File: src/rtl/btn_pkg.sv
// Shared types, timing constants and helpers for the push-button conditioner.
package btn_pkg;

  // Per-channel debounce FSM states.
  typedef enum logic [1:0] {
    IDLE,          // stable released
    PRESS_WAIT,    // pressed seen, waiting for it to stay stable
    PRESSED,       // stable pressed
    RELEASE_WAIT   // released seen, waiting for it to stay stable
  } btn_state_e;

  // Board clock timing: about 10 ms debounce and 0.67 s long press.
  localparam int BOARD_DEBOUNCE_CYCLES   = 500000;
  localparam int BOARD_LONG_PRESS_CYCLES = 33333333;

  // Short values so simulations finish quickly.
  localparam int SIM_DEBOUNCE_CYCLES     = 8;
  localparam int SIM_LONG_PRESS_CYCLES   = 32;

  // Map a pad value to 1 = pressed, whatever the board wiring.
  function automatic logic normalise(input logic pad, input bit active_low);
    return active_low ? ~pad : pad;
  endfunction

endpackage

File: src/rtl/btn_debounce_ch.sv
// One button channel: 2-flop synchroniser, debounce FSM with a stability
// counter, registered level and press/release strobes.
// Optional long-press strobe is compiled in with `define BTN_LONG_PRESS_EN.
module btn_debounce_ch
  import btn_pkg::*;
#(
  parameter bit ACTIVE_LOW        = 1'b1,
  parameter int DEBOUNCE_CYCLES   = BOARD_DEBOUNCE_CYCLES,
  parameter int LONG_PRESS_CYCLES = BOARD_LONG_PRESS_CYCLES
) (
  input  logic clk,
  input  logic rst_n,
  input  logic btn_raw,
  output logic btn_level,
  output logic btn_press,
  output logic btn_release,
  output logic btn_long
);

  if (DEBOUNCE_CYCLES < 1) begin : g_bad_debounce
    $error("btn_debounce_ch: DEBOUNCE_CYCLES must be >= 1");
  end
  if (LONG_PRESS_CYCLES < 1) begin : g_bad_long
    $error("btn_debounce_ch: LONG_PRESS_CYCLES must be >= 1");
  end

  localparam int   CW       = $clog2(DEBOUNCE_CYCLES + 1);
  localparam logic PAD_IDLE = ACTIVE_LOW ? 1'b1 : 1'b0;

  logic [1:0]    sync_q;
  logic          pressed_s;
  btn_state_e    state_q, state_d;
  logic [CW-1:0] cnt_q, cnt_d;
  logic          level_q, level_d;
  logic          press_q, press_d;
  logic          release_q, release_d;

  // Two-stage synchroniser for the asynchronous pad.
  // NOTE: the sync flops reset to the released pad value, not 0, so an
  // active-low button does not look pressed as soon as reset lets go.
  always_ff @(posedge clk or negedge rst_n) begin
    if (!rst_n) sync_q <= {2{PAD_IDLE}};
    else        sync_q <= {sync_q[0], btn_raw};
  end

  assign pressed_s = normalise(sync_q[1], ACTIVE_LOW);

  // Next-state logic: accept a new state only after DEBOUNCE_CYCLES stable samples.
  // NOTE: every signal gets a default first so no path leaves it unassigned
  // and no latch is inferred.
  always_comb begin
    state_d   = state_q;
    cnt_d     = cnt_q;
    level_d   = level_q;
    press_d   = 1'b0;
    release_d = 1'b0;
    unique case (state_q)
      IDLE: begin
        if (pressed_s) begin
          state_d = PRESS_WAIT;
          cnt_d   = CW'(1);
        end
      end
      PRESS_WAIT: begin
        if (!pressed_s) begin
          state_d = IDLE;
          cnt_d   = '0;
        end else if (cnt_q == CW'(DEBOUNCE_CYCLES)) begin
          state_d = PRESSED;
          cnt_d   = '0;
          level_d = 1'b1;
          press_d = 1'b1;
        end else begin
          // Only reached below DEBOUNCE_CYCLES, so the count never wraps.
          cnt_d = cnt_q + CW'(1);
        end
      end
      PRESSED: begin
        if (!pressed_s) begin
          state_d = RELEASE_WAIT;
          cnt_d   = CW'(1);
        end
      end
      RELEASE_WAIT: begin
        if (pressed_s) begin
          state_d = PRESSED;
          cnt_d   = '0;
        end else if (cnt_q == CW'(DEBOUNCE_CYCLES)) begin
          state_d   = IDLE;
          cnt_d     = '0;
          level_d   = 1'b0;
          release_d = 1'b1;
        end else begin
          cnt_d = cnt_q + CW'(1);
        end
      end
      default: begin
        state_d = IDLE;
        cnt_d   = '0;
      end
    endcase
  end

  // FSM, counter and registered outputs.
  // NOTE: non-blocking assignments so every flop samples pre-edge values.
  always_ff @(posedge clk or negedge rst_n) begin
    if (!rst_n) begin
      state_q   <= IDLE;
      cnt_q     <= '0;
      level_q   <= 1'b0;
      press_q   <= 1'b0;
      release_q <= 1'b0;
    end else begin
      state_q   <= state_d;
      cnt_q     <= cnt_d;
      level_q   <= level_d;
      press_q   <= press_d;
      release_q <= release_d;
    end
  end

  assign btn_level   = level_q;
  assign btn_press   = press_q;
  assign btn_release = release_q;

`ifdef BTN_LONG_PRESS_EN
  localparam int HW = $clog2(LONG_PRESS_CYCLES + 1);

  logic [HW-1:0] hold_q, hold_d;
  logic          long_q, long_d;

  // Hold timer: restarts on a fresh press, survives a release bounce,
  // saturates so the strobe fires once per press.
  always_comb begin
    hold_d = hold_q;
    long_d = 1'b0;
    if (state_d == IDLE || (state_q == PRESS_WAIT && state_d == PRESSED)) begin
      hold_d = '0;
    end else if ((state_q == PRESSED || state_q == RELEASE_WAIT) &&
                 hold_q != HW'(LONG_PRESS_CYCLES)) begin
      hold_d = hold_q + HW'(1);
      long_d = (hold_q + HW'(1)) == HW'(LONG_PRESS_CYCLES);
    end
  end

  // Hold timer and long-press strobe registers.
  always_ff @(posedge clk or negedge rst_n) begin
    if (!rst_n) begin
      hold_q <= '0;
      long_q <= 1'b0;
    end else begin
      hold_q <= hold_d;
      long_q <= long_d;
    end
  end

  assign btn_long = long_q;
`else
  assign btn_long = 1'b0;
`endif

endmodule

File: src/rtl/button_conditioner.sv
// Push-button conditioner: NUM_BTN independent synchronise/debounce channels
// producing a clean level and press/release (and optional long-press) strobes.
// Long-press strobe is enabled with `define BTN_LONG_PRESS_EN.
module button_conditioner
  import btn_pkg::*;
#(
  parameter int NUM_BTN           = 2,
  parameter bit ACTIVE_LOW        = 1'b1,
  parameter int DEBOUNCE_CYCLES   = BOARD_DEBOUNCE_CYCLES,
  parameter int LONG_PRESS_CYCLES = BOARD_LONG_PRESS_CYCLES
) (
  input  logic               clk,
  input  logic               rst_n,
  input  logic [NUM_BTN-1:0] btn_raw,
  output logic [NUM_BTN-1:0] btn_level,
  output logic [NUM_BTN-1:0] btn_press,
  output logic [NUM_BTN-1:0] btn_release,
  output logic [NUM_BTN-1:0] btn_long
);

  for (genvar i = 0; i < NUM_BTN; i++) begin : g_ch
    btn_debounce_ch #(
      .ACTIVE_LOW        (ACTIVE_LOW),
      .DEBOUNCE_CYCLES   (DEBOUNCE_CYCLES),
      .LONG_PRESS_CYCLES (LONG_PRESS_CYCLES)
    ) u_ch (
      .clk         (clk),
      .rst_n       (rst_n),
      .btn_raw     (btn_raw[i]),
      .btn_level   (btn_level[i]),
      .btn_press   (btn_press[i]),
      .btn_release (btn_release[i]),
      .btn_long    (btn_long[i])
    );
  end

endmodule
File: config.mk
export PLATFORM = sky130hd
export DESIGN_NAME = button_conditioner
export DESIGN_NICKNAME = d
export VERILOG_FILES = /design/src/rtl/btn_pkg.sv /design/src/rtl/btn_debounce_ch.sv /design/src/rtl/button_conditioner.sv
export SDC_FILE = /design/constraint.sdc
export NUM_CORES = 1
export LEC_CHECK = 0
export ABC_AREA = 0
export CAP_MARGIN = 5
export CELL_PAD_IN_SITES_DETAIL_PLACEMENT = 2
export CELL_PAD_IN_SITES_GLOBAL_PLACEMENT = 2
export CORE_UTILIZATION = 41
export DETAILED_ROUTE_END_ITERATION = 16
export DONT_BUFFER_PORTS = 1
export HOLD_SLACK_MARGIN = 0.15
export PLACE_DENSITY = 0.88
export RECOVER_POWER = 50
export SETUP_SLACK_MARGIN = 0.1
export SLEW_MARGIN = 5
export SYNTH_ARGS = -nofsm -noshare
export SYNTH_HDL_FRONTEND = slang
export SYNTH_HIERARCHICAL = 1
export SYNTH_SLANG_ARGS = --single-unit
File: constraint.sdc
create_clock -name clk -period 2.1 [get_ports clk]
set_clock_uncertainty 0.1 [all_clocks]
set_input_delay 0.315 -clock clk [delete_from_list [all_inputs] [get_ports clk]]
set_output_delay 0.315 -clock clk [all_outputs]
set_load 0.01 [all_outputs]
==> results of run 1 <==
[critical path, stage by stage (launching register included)]
cell and delay (ns):
sky130_fd_sc_hd__dfrtp_1 0.44, sky130_fd_sc_hd__inv_2 0.11, sky130_fd_sc_hd__ha_4 0.15, sky130_fd_sc_hd__nor4b_4 0.24, sky130_fd_sc_hd__nand3_2 0.19, sky130_fd_sc_hd__buf_4 0.19
sky130_fd_sc_hd__nor3_1 0.35, sky130_fd_sc_hd__a21bo_2 0.20, sky130_fd_sc_hd__a2bb2oi_1 0.05
[area by class of cell]
type / count / area, um2
fill: 679 / 3342
multi-input combinational: 224 / 1594
sequential: 52 / 1306
timing repair buffer: 29 / 245.2
tap: 96 / 120.1
clock buffer: 7 / 96.34
inverter: 16 / 60.06
clock inverter: 1 / 30.03
[power groups by stage]
stage	registers, mW	clock network, mW	logic [mW]
floorplan	1.18	0	0.631
global placement	1.19	0	0.774
detailed placement	1.20	0	0.841
CTS	1.18	0.788	0.944
global route	1.22	0.818	1.33
finish	1.21	0.772	1.24
[sequential cells by signal (all words and copies together), names as in the netlist, named ones only]
register               flops
g_ch.u_ch/btn_press        2
g_ch.u_ch/btn_release      2
g_ch.u_ch/state_q          2
g_ch.u_ch/cnt_q           38
g_ch.u_ch/sync_q           4
g_ch.u_ch/btn_level        2
[cells in the final DEF, fill, tap and decap left out, drive strengths merged, types with 4 or more instances in the layout]
cell type / instances
inv: 16
a21oi: 20
and4: 4
nor3: 9
nor2: 10
a31oi: 5
o21ai: 26
a21o: 9
nand2: 31
and2: 4
xnor2: 4
buf: 25
or3: 11
nor4: 9
nand4: 9
nor3b: 4
dfrtp: 48
ha: 4
dfstp: 4
clkbuf: 8
and3: 8
nand3: 26
[per-stage QoR]
stage	worst slack, ns	hold slack, ns	TNS [ns]
global route	-0.09072	0.2698	-0.1079
CTS	0.07323	0.2700	0
floorplan	0.1680	-0.08059	0
detailed placement	-0.05795	-0.07922	-0.08798
global placement	0.1025	-0.07932	0
finish	-0.03828	0.2661	-0.03828
[routing by layer]
layer | wire length (um) | vias to the layer above | part of all wire | track usage
met1 | 4119 | 1342 | 0.41 | 0.2963
met4 | 337 | 0 | 0.033 | 0.08030
li1 | - | 1153 | - | -
met2 | 5528 | 44 | 0.54 | 0.5069
met5 | 0 | - | 0 | 0
met3 | 177 | 22 | 0.017 | 0.03946
[repair_timing]
| item | 4_1_cts | 5_1_grt |
|---|---|---|
| setup buffers | 2 | 10 |
| endpoints found under the setup margin | 26 | 40 |
| gates cloned | 1 | 1 |
| pin swaps | 2 | 13 |
| resized for setup | 10 | 37 |
| hold endpoints to repair | 54 | 0 |
| hold buffers | 4 | 0 |
[cells by family (layout without fill, tap and decap cells)]
| family | Yosys count | in the layout |
|---|---|---|
| AO/OA/AOI/OAI | 72 | 73 |
| XOR/XNOR | 6 | 6 |
| AND/OR/NAND/NOR | 136 | 136 |
| other | 2 | 2 |
| buffers and inverters | 26 | 53 |
| flip-flops | 52 | 52 |
| multiplexers | 3 | 3 |
| adder cells (fa/ha/maj) | 4 | 4 |
[worst paths after layout]
check	from	end	slack, ns	depth (start not counted)
worst max-delay path	g_ch[0].u_ch/cnt_q[0]$_DFFE_PN0P_	g_ch[0].u_ch/btn_level$_DFFE_PN0P_	-0.04	8
worst min register to register	g_ch[0].u_ch/sync_q[0]$_DFF_PN1_	g_ch[0].u_ch/sync_q[1]$_DFF_PN1_	0.27	0
worst max register to register	g_ch[0].u_ch/cnt_q[0]$_DFFE_PN0P_	g_ch[0].u_ch/btn_level$_DFFE_PN0P_	-0.04	8
min in group asynchronous	rst_n	async pin	0.75	2
max in group asynchronous	rst_n	g_ch[0].u_ch/cnt_q[7]$_DFFE_PN0P_	0.32	2
worst min-delay path	g_ch[0].u_ch/sync_q[0]$_DFF_PN1_	g_ch[0].u_ch/sync_q[1]$_DFF_PN1_	0.27	0
==> impl_summary.log, run 1 <==
[metrics] run status: complete, but fails checks
[metrics] violated checks: negative setup slack
[metrics] drt first pass iters: 4
[metrics] maximum number of pins on one net before global-route repair: 53
[metrics] main area contributors after synthesis: sky130_fd_sc_hd__dfrtp_1 42%, sky130_fd_sc_hd__nand2_1 4.0%, sky130_fd_sc_hd__nand3_1 3.8%, sky130_fd_sc_hd__dfstp_2 3.7%, sky130_fd_sc_hd__a21oi_1 3.5%
[metrics] full die area: 7349 um2
[metrics] Final Max Tran Viols: 0
[metrics] total overflow reported by the global router: 0
[metrics] number of antenna violations at the first check in global routing: 0
[metrics] Placer Congestion: 0.7652
[metrics] share of the synthesized area in the top cell type: 0.4179
[metrics] Data arrival, critical path: 2.25 ns
[metrics] Detailed Place HPWL: 5644 um
[metrics] fraction of registers with async set or reset after synthesis: 1.000
[metrics] deepest level of the CTS H-tree: 2
[metrics] capturing element type of the critical path: register
[metrics] share of the yosys chip area belonging to registers: 0.4545
[metrics] most frequently used cell type in the post-synthesis netlist: sky130_fd_sc_hd__dfrtp_1
[metrics] share of the core filled with cells: 0.5081
[metrics] endpoints failing hold: 0
[metrics] transition at the pin with the smallest max-transition slack: 1.377 ns
[metrics] max frequency: 467.7 MHz
[metrics] number of clock buffers inserted by TritonCTS: 5
[metrics] endpoints failing setup: 1
[metrics] post-synthesis share of cell area spent on full adders, half adders and majority gates: 0.01741
[metrics] final wirelength: 10,160 um
[metrics] Warnings, synthesis: 6
[metrics] total placed instance area: 2998 um2
[metrics] power after layout: 3.219 mW
[metrics] # rows: 30
[metrics] DRC viols: 0
[metrics] cell area power density: 932.4 nW/um2
[metrics] number of top-level design ports: 12
[metrics] multiplexer area fraction after synthesis: 0.01045
[metrics] internal power: 2.001 mW
[metrics] clock network power share: 0.240
[metrics] Detail Route Antenna Nets: 0
[metrics] maximum clock insertion buffer count: 2
[metrics] most instantiated cells after synthesis: 48 x sky130_fd_sc_hd__dfrtp_1, 31 x sky130_fd_sc_hd__nand2_1, 22 x sky130_fd_sc_hd__nand3_1, 20 x sky130_fd_sc_hd__a21oi_1, 19 x sky130_fd_sc_hd__o21ai_0
[metrics] placed cell count: 399
[metrics] count of port buffers added during placement: 0
[metrics] RSZ-0062 raised after global routing: true
[metrics] Die Y-Extent: 85.73 um
[metrics] max-cap viol count: 0
[metrics] count of vias placed by the detailed router: 2,561
[metrics] number of synthesized flops with an enable pin: 0
[metrics] Post-Synth XOR/XNOR Area: 0.01828
[metrics] cell area after layout: 3452 um2
[metrics] flip-flop cell with the highest count after synthesis: sky130_fd_sc_hd__dfrtp_1
[metrics] relative contribution of sequential cells to total power: 0.375
[metrics] Worst Setup Start Kind: register
[metrics] period utilization: 1.018
[metrics] combinational group share of total power: 0.385
[metrics] Synth area leader: sky130_fd_sc_hd__dfrtp_1
[metrics] total leakage power: 1.452 nW
[metrics] simple-gate area share of the yosys netlist: 0.2908
[metrics] via count of the first global-routing pass: 2,803
[metrics] Tmin final: 2.138 ns
[metrics] clock input transition at the sequential cells of the worst setup and hold paths: 0.10 ns
[metrics] Worst-Skew Late Latency: 0.32 ns
[metrics] Worst VDD drop: 0.3579 mV
[metrics] Horiz. Die Dim: 85.73 um
[metrics] final layout net count: 336
[metrics] clock net sink count: 52
[metrics] Synth Area per Inst: 9.548 um2
[metrics] Final Non-Filler Cells: 425
[metrics] crit-path max FO: 4
[metrics] Required @ worst endpoint: 2.21 ns
[metrics] count of state elements after synthesis: 52
[metrics] area of the placeable core: 6794 um2
[metrics] Mapped Cells: 301
[metrics] DR vias/cell: 6.026
[metrics] clock tree from TritonCTS: yes
[metrics] P_sw: 1.218 mW
[metrics] antenna diode count: 0
[metrics] number of nets produced by synthesis: 309
[metrics] buffer type at the clock tree root: sky130_fd_sc_hd__clkbuf_8
[metrics] share of post-route cells with drive strength above 1: 0.2644
[metrics] largest family of logic cells by synthesized area: simple AND/OR/NAND/NOR gates
[metrics] critical path type: reg2reg
[metrics] smallest setup slack after layout: -0.03828 ns
[metrics] average wire per standard cell: 23.91 um
[metrics] area fraction in compound gates after synthesis: 0.1550
[metrics] initial cell density of the core: 0.4230
[metrics] Syn Std Cell Area: 2874 um2
[metrics] Total Routing Usage GR: 0.2629
[metrics] class of the tightest hold or removal check: reg2reg
[metrics] global-route wire length before repair: 14,740 um
[metrics] Area Growth Syn to Fin: 20.11%
[metrics] Max transition margin: 0.08185
[metrics] Switching Fraction: 0.3784
[metrics] number of different library cells in the post-synthesis netlist: 57
[metrics] First DRT Iteration DRCs: 155
No activity file was read; power rests on OpenSTA's default activity.
==> inputs of run 2 (changes only) <==
CORE_MARGIN = 4   (was unset)
GPL_ROUTABILITY_DRIVEN = 0   (was unset)
==> run 2 against run 1 <==
Effect of this change: the flow still finishes with violations (negative setup slack); critical path depth decreased by 2; final area is 4.0% higher; hold slack improved by 0.0019 ns; die area is 14% higher; critical path type unchanged; largest cell class unchanged.
==> impl_summary.log, run 2 (synthesized netlist as in run 1, its figures left out) <==
[metrics] via count of the first global-routing pass: 2,880
[metrics] Switching Fraction: 0.4187
[metrics] cells on worst reg2reg path: 6
[metrics] count of port buffers added during placement: 0
[metrics] period utilization: 1.054
[metrics] number of clock buffers inserted by TritonCTS: 5
[metrics] clock net sink count: 52
[metrics] global-route wire length before repair: 16,660 um
[metrics] share of post-route cells with drive strength above 1: 0.3266
[metrics] buffer type at the clock tree root: sky130_fd_sc_hd__clkbuf_8
[metrics] DRC viols: 0
[metrics] First DRT Iteration DRCs: 241
[metrics] cell area power density: 943.2 nW/um2
[metrics] Final Max Tran Viols: 0
[metrics] total overflow reported by the global router: 0
[metrics] Data arrival, critical path: 2.31 ns
[metrics] number of instances on the worst hold path: 0
[metrics] DR vias/cell: 6.325
[metrics] number of filler instances in the final layout: 683
[metrics] smallest setup slack after layout: -0.1144 ns
[metrics] reg-to-reg critical path endpoint: g_ch[0].u_ch/cnt_q[10]$_DFFE_PN0P_
[metrics] Worst-Skew Late Latency: 0.33 ns
[metrics] Horiz. Die Dim: 91.73 um
[metrics] clock network power share: 0.199
[metrics] Hold Path End: g_ch[1].u_ch/sync_q[1]$_DFF_PN1_
[metrics] Worst Setup Start Kind: register
[metrics] power after layout: 3.387 mW
[metrics] # rows: 30
[metrics] P_sw: 1.418 mW
[metrics] reg-to-reg critical path startpoint: g_ch[0].u_ch/cnt_q[16]$_DFFE_PN0P_
[metrics] RSZ-0062 raised after global routing: true
[metrics] max frequency: 451.6 MHz
[metrics] endpoints failing setup: 11
[metrics] crit-path max FO: 9
[metrics] maximum clock insertion buffer count: 2
[metrics] maximum number of pins on one net before global-route repair: 53
[metrics] final wirelength: 13,460 um
[metrics] critical path type: reg2reg
[metrics] final layout net count: 353
[metrics] max-cap viol count: 0
[metrics] endpoints failing hold: 0
[metrics] final worst hold slack: 0.2681 ns
[metrics] clock input transition at the sequential cells of the worst setup and hold paths: 0.12 ns
[metrics] Required @ worst endpoint: 2.19 ns
[metrics] transition at the pin with the smallest max-transition slack: 1.346 ns
[metrics] Placement Setup Slack: -0.05524 ns
[metrics] class of the tightest hold or removal check: reg2reg
[metrics] worst reg-to-reg setup slack: -0.11 ns
[metrics] flip-flop count of the largest register after layout: 38
[metrics] average wire per standard cell: 30.38 um
[metrics] number of top-level design ports: 12
[metrics] Largest Register: g_ch.u_ch/cnt_q
[metrics] Tmin final: 2.214 ns
[metrics] initial cell density of the core: 0.4230
[metrics] deepest level of the CTS H-tree: 2
[metrics] Detailed Place HPWL: 5702 um
[metrics] run status: complete, but fails checks
[metrics] CP Cell Sequence: and2_1 -> nand4_1 -> o21ai_2 -> buf_12 -> o21ai_0 -> a21o_1
[metrics] Detail Route Antenna Nets: 0
[metrics] number of antenna violations at the first check in global routing: 1
[metrics] capturing element type of the critical path: register
[metrics] area of the multi-input gates: 1634 um2
[metrics] cell with the biggest individual delay on the critical path: sky130_fd_sc_hd__dfrtp_1
[metrics] Worst VDD drop: 0.3577 mV
[metrics] count of vias placed by the detailed router: 2,802
[metrics] biggest registers after layout: g_ch.u_ch/cnt_q: 38 flops, g_ch.u_ch/sync_q: 4 flops
[metrics] clock tree from TritonCTS: yes
[metrics] total placed instance area: 2995 um2
[metrics] Area Growth Syn to Fin: 24.95%
[metrics] drt first pass iters: 4
[metrics] Die Y-Extent: 91.73 um
[metrics] Total Routing Usage GR: 0.2570
[metrics] Worst path max stage delay: 0.43 ns
[metrics] cell area after layout: 3591 um2
[metrics] total leakage power: 1.521 nW
[metrics] Register Area: 1308 um2
[metrics] relative contribution of sequential cells to total power: 0.355
[metrics] Max transition margin: 0.1027
[metrics] area of the placeable core: 6794 um2
[metrics] most common cell after layout, fill and taps aside: sky130_fd_sc_hd__dfrtp_1
[metrics] Worst Min Path Start: g_ch[1].u_ch/sync_q[0]$_DFF_PN1_
[metrics] combinational group share of total power: 0.446
[metrics] violated checks: negative setup slack
[metrics] internal power: 1.969 mW
[metrics] full die area: 8413 um2
[metrics] most frequent cells in the layout: 47 x sky130_fd_sc_hd__dfrtp_1, 37 x sky130_fd_sc_hd__buf_4, 27 x sky130_fd_sc_hd__nand2_1
-- run 2: changes by cell type in the layout (fill, tap and decap cells not counted), sizes merged --
cell,change
diode,+1
bufinv,-1
buf,+16
o21a,+1
clkbuf,-1
inv,+2
-- run 2: repair_timing --
action	in CTS	in global routing
gates cloned	1	1
pin swaps	3	10
endpoints found under the setup margin	35	40
setup buffers	6	25
hold endpoints to repair	54	0
hold buffers	4	0
gates resized for setup	9	43
-- run 2: metal layers --
metal	global-route usage	up-vias	wire length, um
met5	0	-	0
met4	0.07178	0	580
met3	0.04184	46	716
met2	0.4492	124	6837
met1	0.3278	1447	5324
li1	-	1185	-
-- run 2: critical path: cells and delay by family (launching register included) --
kind	cells	cell delay (ns)
AOI/OAI and AO/OA	3	0.70
buffers and inverters	1	0.17
DFF	1	0.43
and+or+nand+nor	2	0.68
-- run 2: worst max-delay path by stage --
stage	start	end	slack, ns	cells past startpoint
floorplan	g_ch[1].u_ch/cnt_q[0]$_DFFE_PN0P_	g_ch[1].u_ch/cnt_q[18]$_DFFE_PN0P_	0.17	8
global placement	g_ch[1].u_ch/cnt_q[0]$_DFFE_PN0P_	g_ch[1].u_ch/cnt_q[15]$_DFFE_PN0P_	0.08	7
detailed placement	g_ch[1].u_ch/cnt_q[0]$_DFFE_PN0P_	g_ch[1].u_ch/cnt_q[2]$_DFFE_PN0P_	-0.06	7
CTS	g_ch[1].u_ch/cnt_q[0]$_DFFE_PN0P_	g_ch[1].u_ch/cnt_q[9]$_DFFE_PN0P_	0.06	7
global route	g_ch[0].u_ch/cnt_q[16]$_DFFE_PN0P_	g_ch[0].u_ch/cnt_q[10]$_DFFE_PN0P_	-0.15	6
finish	g_ch[0].u_ch/cnt_q[16]$_DFFE_PN0P_	g_ch[0].u_ch/cnt_q[10]$_DFFE_PN0P_	-0.11	6
-- run 2: power by group through the flow --
stage | registers (mW) | logic [mW] | clock network, mW
6_report | 1.20 | 1.51 | 0.673
5_1_grt | 1.21 | 1.59 | 0.732
4_1_cts | 1.17 | 1.05 | 0.664
3_5_place_dp | 1.19 | 0.907 | 0
3_3_place_gp | 1.18 | 0.828 | 0
2_1_floorplan | 1.18 | 0.631 | 0
-- run 2: layout make-up --
type	instances	share of cell area
inverter	16	0.01672
clock buffer	6	0.02300
sequential	52	0.3641
multi-input combinational	225	0.4551
timing repair buffer	45	0.1021
tap	96	0.03345
clock inverter	2	0.004878
antenna	1	0.0006969
-- run 2: stage by stage --
| step | cells | TNS [ns] | util |
|---|---|---|---|
| 2_1_floorplan | 301 | 0 | - |
| 3_3_place_gp | 397 | 0 | 0.4409 |
| 3_5_place_dp | 397 | -0.09335 | 0.4409 |
| 4_1_cts | 416 | 0 | 0.4790 |
| 5_1_grt | 443 | -1.973 | 0.5285 |
| 6_report | 443 | -0.6398 | 0.5285 |
==> inputs of run 3 (changes only) <==
CELL_PAD_IN_SITES_DETAIL_PLACEMENT = 0   (was 2)
CELL_PAD_IN_SITES_GLOBAL_PLACEMENT = 1   (was 2)
CORE_UTILIZATION = 49   (was 41)
PLACE_DENSITY = 0.87   (was 0.88)
==> run 3 against run 2 <==
Effect of this change: the run now ends clean; non-clock buffer count fell by 23; utilization rose by 7.0 points; clock-buffer cell count unchanged; routed wire length decreased by 52%; register-to-register slack improved by 0.23 ns; combinational power shrank 24%; sequential power about the same; final area shrank 6.5%; flip-flop and latch count unchanged; first-iteration DRC count shrank 18%; largest cell class unchanged; highest routed layer unchanged.
==> impl_summary.log, run 3 (synthesized netlist as in run 1, its figures left out) <==
[metrics] total overflow reported by the global router: 0
[metrics] number of filler instances in the final layout: 467
[metrics] First DRT Iteration DRCs: 197
[metrics] most frequent cells in the layout: 48 x sky130_fd_sc_hd__dfrtp_1, 31 x sky130_fd_sc_hd__nand2_1, 22 x sky130_fd_sc_hd__nand3_1
[metrics] critical path type: reg2reg
[metrics] Worst-Skew Late Latency: 0.30 ns
[metrics] final wirelength: 6398 um
[metrics] number of top-level design ports: 12
[metrics] final layout net count: 328
[metrics] clock input transition at the sequential cells of the worst setup and hold paths: 0.09 ns
[metrics] Worst path max stage delay: 0.38 ns
[metrics] Data arrival, critical path: 2.08 ns
[metrics] RSZ-0062 raised after global routing: true
[metrics] Tmin final: 1.982 ns
[metrics] number of instances on the worst hold path: 0
[metrics] Detail Route Antenna Nets: 0
[metrics] DR vias/cell: 5.931
[metrics] Placement Setup Slack: 0.1089 ns
[metrics] smallest setup slack after layout: 0.1182 ns
[metrics] clock tree from TritonCTS: yes
[metrics] cells on worst reg2reg path: 8
[metrics] Largest Register: g_ch.u_ch/cnt_q
[metrics] deepest level of the CTS H-tree: 2
[metrics] share of the core filled with cells: 0.5988
[metrics] Worst Setup Start Kind: register
[metrics] average wire per standard cell: 16.28 um
[metrics] max frequency: 504.6 MHz
[metrics] power after layout: 2.919 mW
[metrics] total leakage power: 1.399 nW
[metrics] Area Growth Syn to Fin: 16.85%
[metrics] number of clock buffers inserted by TritonCTS: 5
[metrics] run status: completed
[metrics] full die area: 7155 um2
[metrics] Required @ worst endpoint: 2.20 ns
[metrics] antenna diode count: 0
[metrics] Die Y-Extent: 84.59 um
[metrics] max-cap viol count: 0
[metrics] global-route wire length before repair: 10,180 um
[metrics] period utilization: 0.9437
[metrics] area of the multi-input gates: 1575 um2
[metrics] area of the placeable core: 5608 um2
[metrics] Horiz. Die Dim: 84.59 um
[metrics] worst reg-to-reg setup slack: 0.12 ns
[metrics] endpoints failing setup: 0
[metrics] final worst hold slack: 0.2508 ns
[metrics] endpoints failing hold: 0
[metrics] drt first pass iters: 4
[metrics] share of post-route cells with drive strength above 1: 0.2336
[metrics] clock net sink count: 52
[metrics] # rows: 27
[metrics] class of the tightest hold or removal check: reg2reg
[metrics] biggest registers after layout: g_ch.u_ch/cnt_q: 38 flops, g_ch.u_ch/sync_q: 4 flops
[metrics] initial cell density of the core: 0.5125
[metrics] top cell family by delay on the critical path: compound AO/OA/AOI/OAI gates
[metrics] Hold Path End: g_ch[0].u_ch/sync_q[1]$_DFF_PN1_
[metrics] maximum clock insertion buffer count: 2
[metrics] crit-path max FO: 5
[metrics] transition at the pin with the smallest max-transition slack: 1.294 ns
[metrics] count of vias placed by the detailed router: 2,331
[metrics] cell area power density: 869.3 nW/um2
[metrics] Max transition margin: 0.1372
[metrics] maximum number of pins on one net before global-route repair: 53
[metrics] via count of the first global-routing pass: 2,133
[metrics] total buffers and inverters traversed by the critical path: 3
[metrics] Worst Min Path Start: g_ch[0].u_ch/sync_q[0]$_DFF_PN1_
[metrics] reg-to-reg critical path endpoint: g_ch[1].u_ch/cnt_q[6]$_DFFE_PN0P_
[metrics] most common cell after layout, fill and taps aside: sky130_fd_sc_hd__dfrtp_1
[metrics] number of antenna violations at the first check in global routing: 0
[metrics] CP Cell Sequence: inv_2 -> ha_4 -> nor4b_4 -> and4b_2 -> a31o_4 -> clkbuf_16 -> buf_4 -> o31ai_1
[metrics] count of port buffers added during placement: 0
[metrics] Worst VDD drop: 0.5687 mV
[metrics] capturing element type of the critical path: register
[metrics] Detailed Place HPWL: 4045 um
[metrics] reg-to-reg critical path startpoint: g_ch[1].u_ch/cnt_q[0]$_DFFE_PN0P_
[metrics] cell with the biggest individual delay on the critical path: sky130_fd_sc_hd__dfrtp_1
[metrics] Register Area: 1306 um2
[metrics] Final Max Tran Viols: 0
[metrics] Total Negative Setup Slacks: 0 ns
[metrics] flip-flop count of the largest register after layout: 38
[metrics] DRC viols: 0
[metrics] Total Routing Usage GR: 0.1745
[metrics] buffer type at the clock tree root: sky130_fd_sc_hd__clkbuf_8
run 3: metal layers:
metal / wire [um] / part of all wire / GRT usage
met1: 2932 / 0.46 / 0.2556
met2: 3133 / 0.49 / 0.2641
met3: 277 / 0.043 / 0.02748
met4: 55 / 0.0086 / 0.05612
met5: 0 / 0 / 0
run 3: repair_timing:
item	in CTS	in global routing
setup endpoints to repair	1	30
setup buffers	0	7
pin swaps	0	15
cloned	0	2
hold endpoints to repair	54	0
resized for setup	1	37
hold buffers	4	0
run 3: cell type report:
cell class              count  share of cell area
multi-input cells         223              0.4691
flip-flops and latches     52              0.3890
repair buffers             22             0.06967
well taps                  72             0.02683
clock buffers               6             0.02459
inverters                  16             0.01788
clock inverters             2            0.002981
run 3: power breakdown:
group	internal [mW]	switching (mW)	total [mW]
clock network	0.264	0.322	0.585
registers	1.08	0.102	1.18
logic	0.516	0.636	1.15
run 3: stage by stage:
step / std cells / area (um2)
after floorplan: 301 / 2874
after global placement: 372 / 2970
after detailed placement: 372 / 2970
after CTS: 384 / 3129
after global routing: 393 / 3358
final: 393 / 3358
run 3: worst reg2reg max path, stage by stage (launching register included):
cell and delay [ns]:
sky130_fd_sc_hd__dfrtp_1 0.38, sky130_fd_sc_hd__inv_2 0.07, sky130_fd_sc_hd__ha_4 0.15, sky130_fd_sc_hd__nor4b_4 0.12
sky130_fd_sc_hd__and4b_2 0.27, sky130_fd_sc_hd__a31o_4 0.27, sky130_fd_sc_hd__clkbuf_16 0.16, sky130_fd_sc_hd__buf_4 0.12
sky130_fd_sc_hd__o31ai_1 0.25
run 3: how the worst max path moves through the flow:
stage                                            from  depth (start not counted)                            endpoint  slack (ns)
finish              g_ch[1].u_ch/cnt_q[0]$_DFFE_PN0P_                          8   g_ch[1].u_ch/cnt_q[6]$_DFFE_PN0P_        0.12
detailed placement  g_ch[1].u_ch/cnt_q[0]$_DFFE_PN0P_                          8   g_ch[1].u_ch/cnt_q[9]$_DFFE_PN0P_        0.11
floorplan           g_ch[1].u_ch/cnt_q[0]$_DFFE_PN0P_                          8  g_ch[1].u_ch/cnt_q[18]$_DFFE_PN0P_        0.17
CTS                  g_ch[1].u_ch/sync_q[1]$_DFF_PN1_                          4  g_ch[1].u_ch/cnt_q[12]$_DFFE_PN0P_        0.10
global placement     g_ch[1].u_ch/sync_q[1]$_DFF_PN1_                          4  g_ch[1].u_ch/cnt_q[12]$_DFFE_PN0P_        0.15
global route        g_ch[1].u_ch/cnt_q[0]$_DFFE_PN0P_                          8   g_ch[1].u_ch/cnt_q[6]$_DFFE_PN0P_        0.04
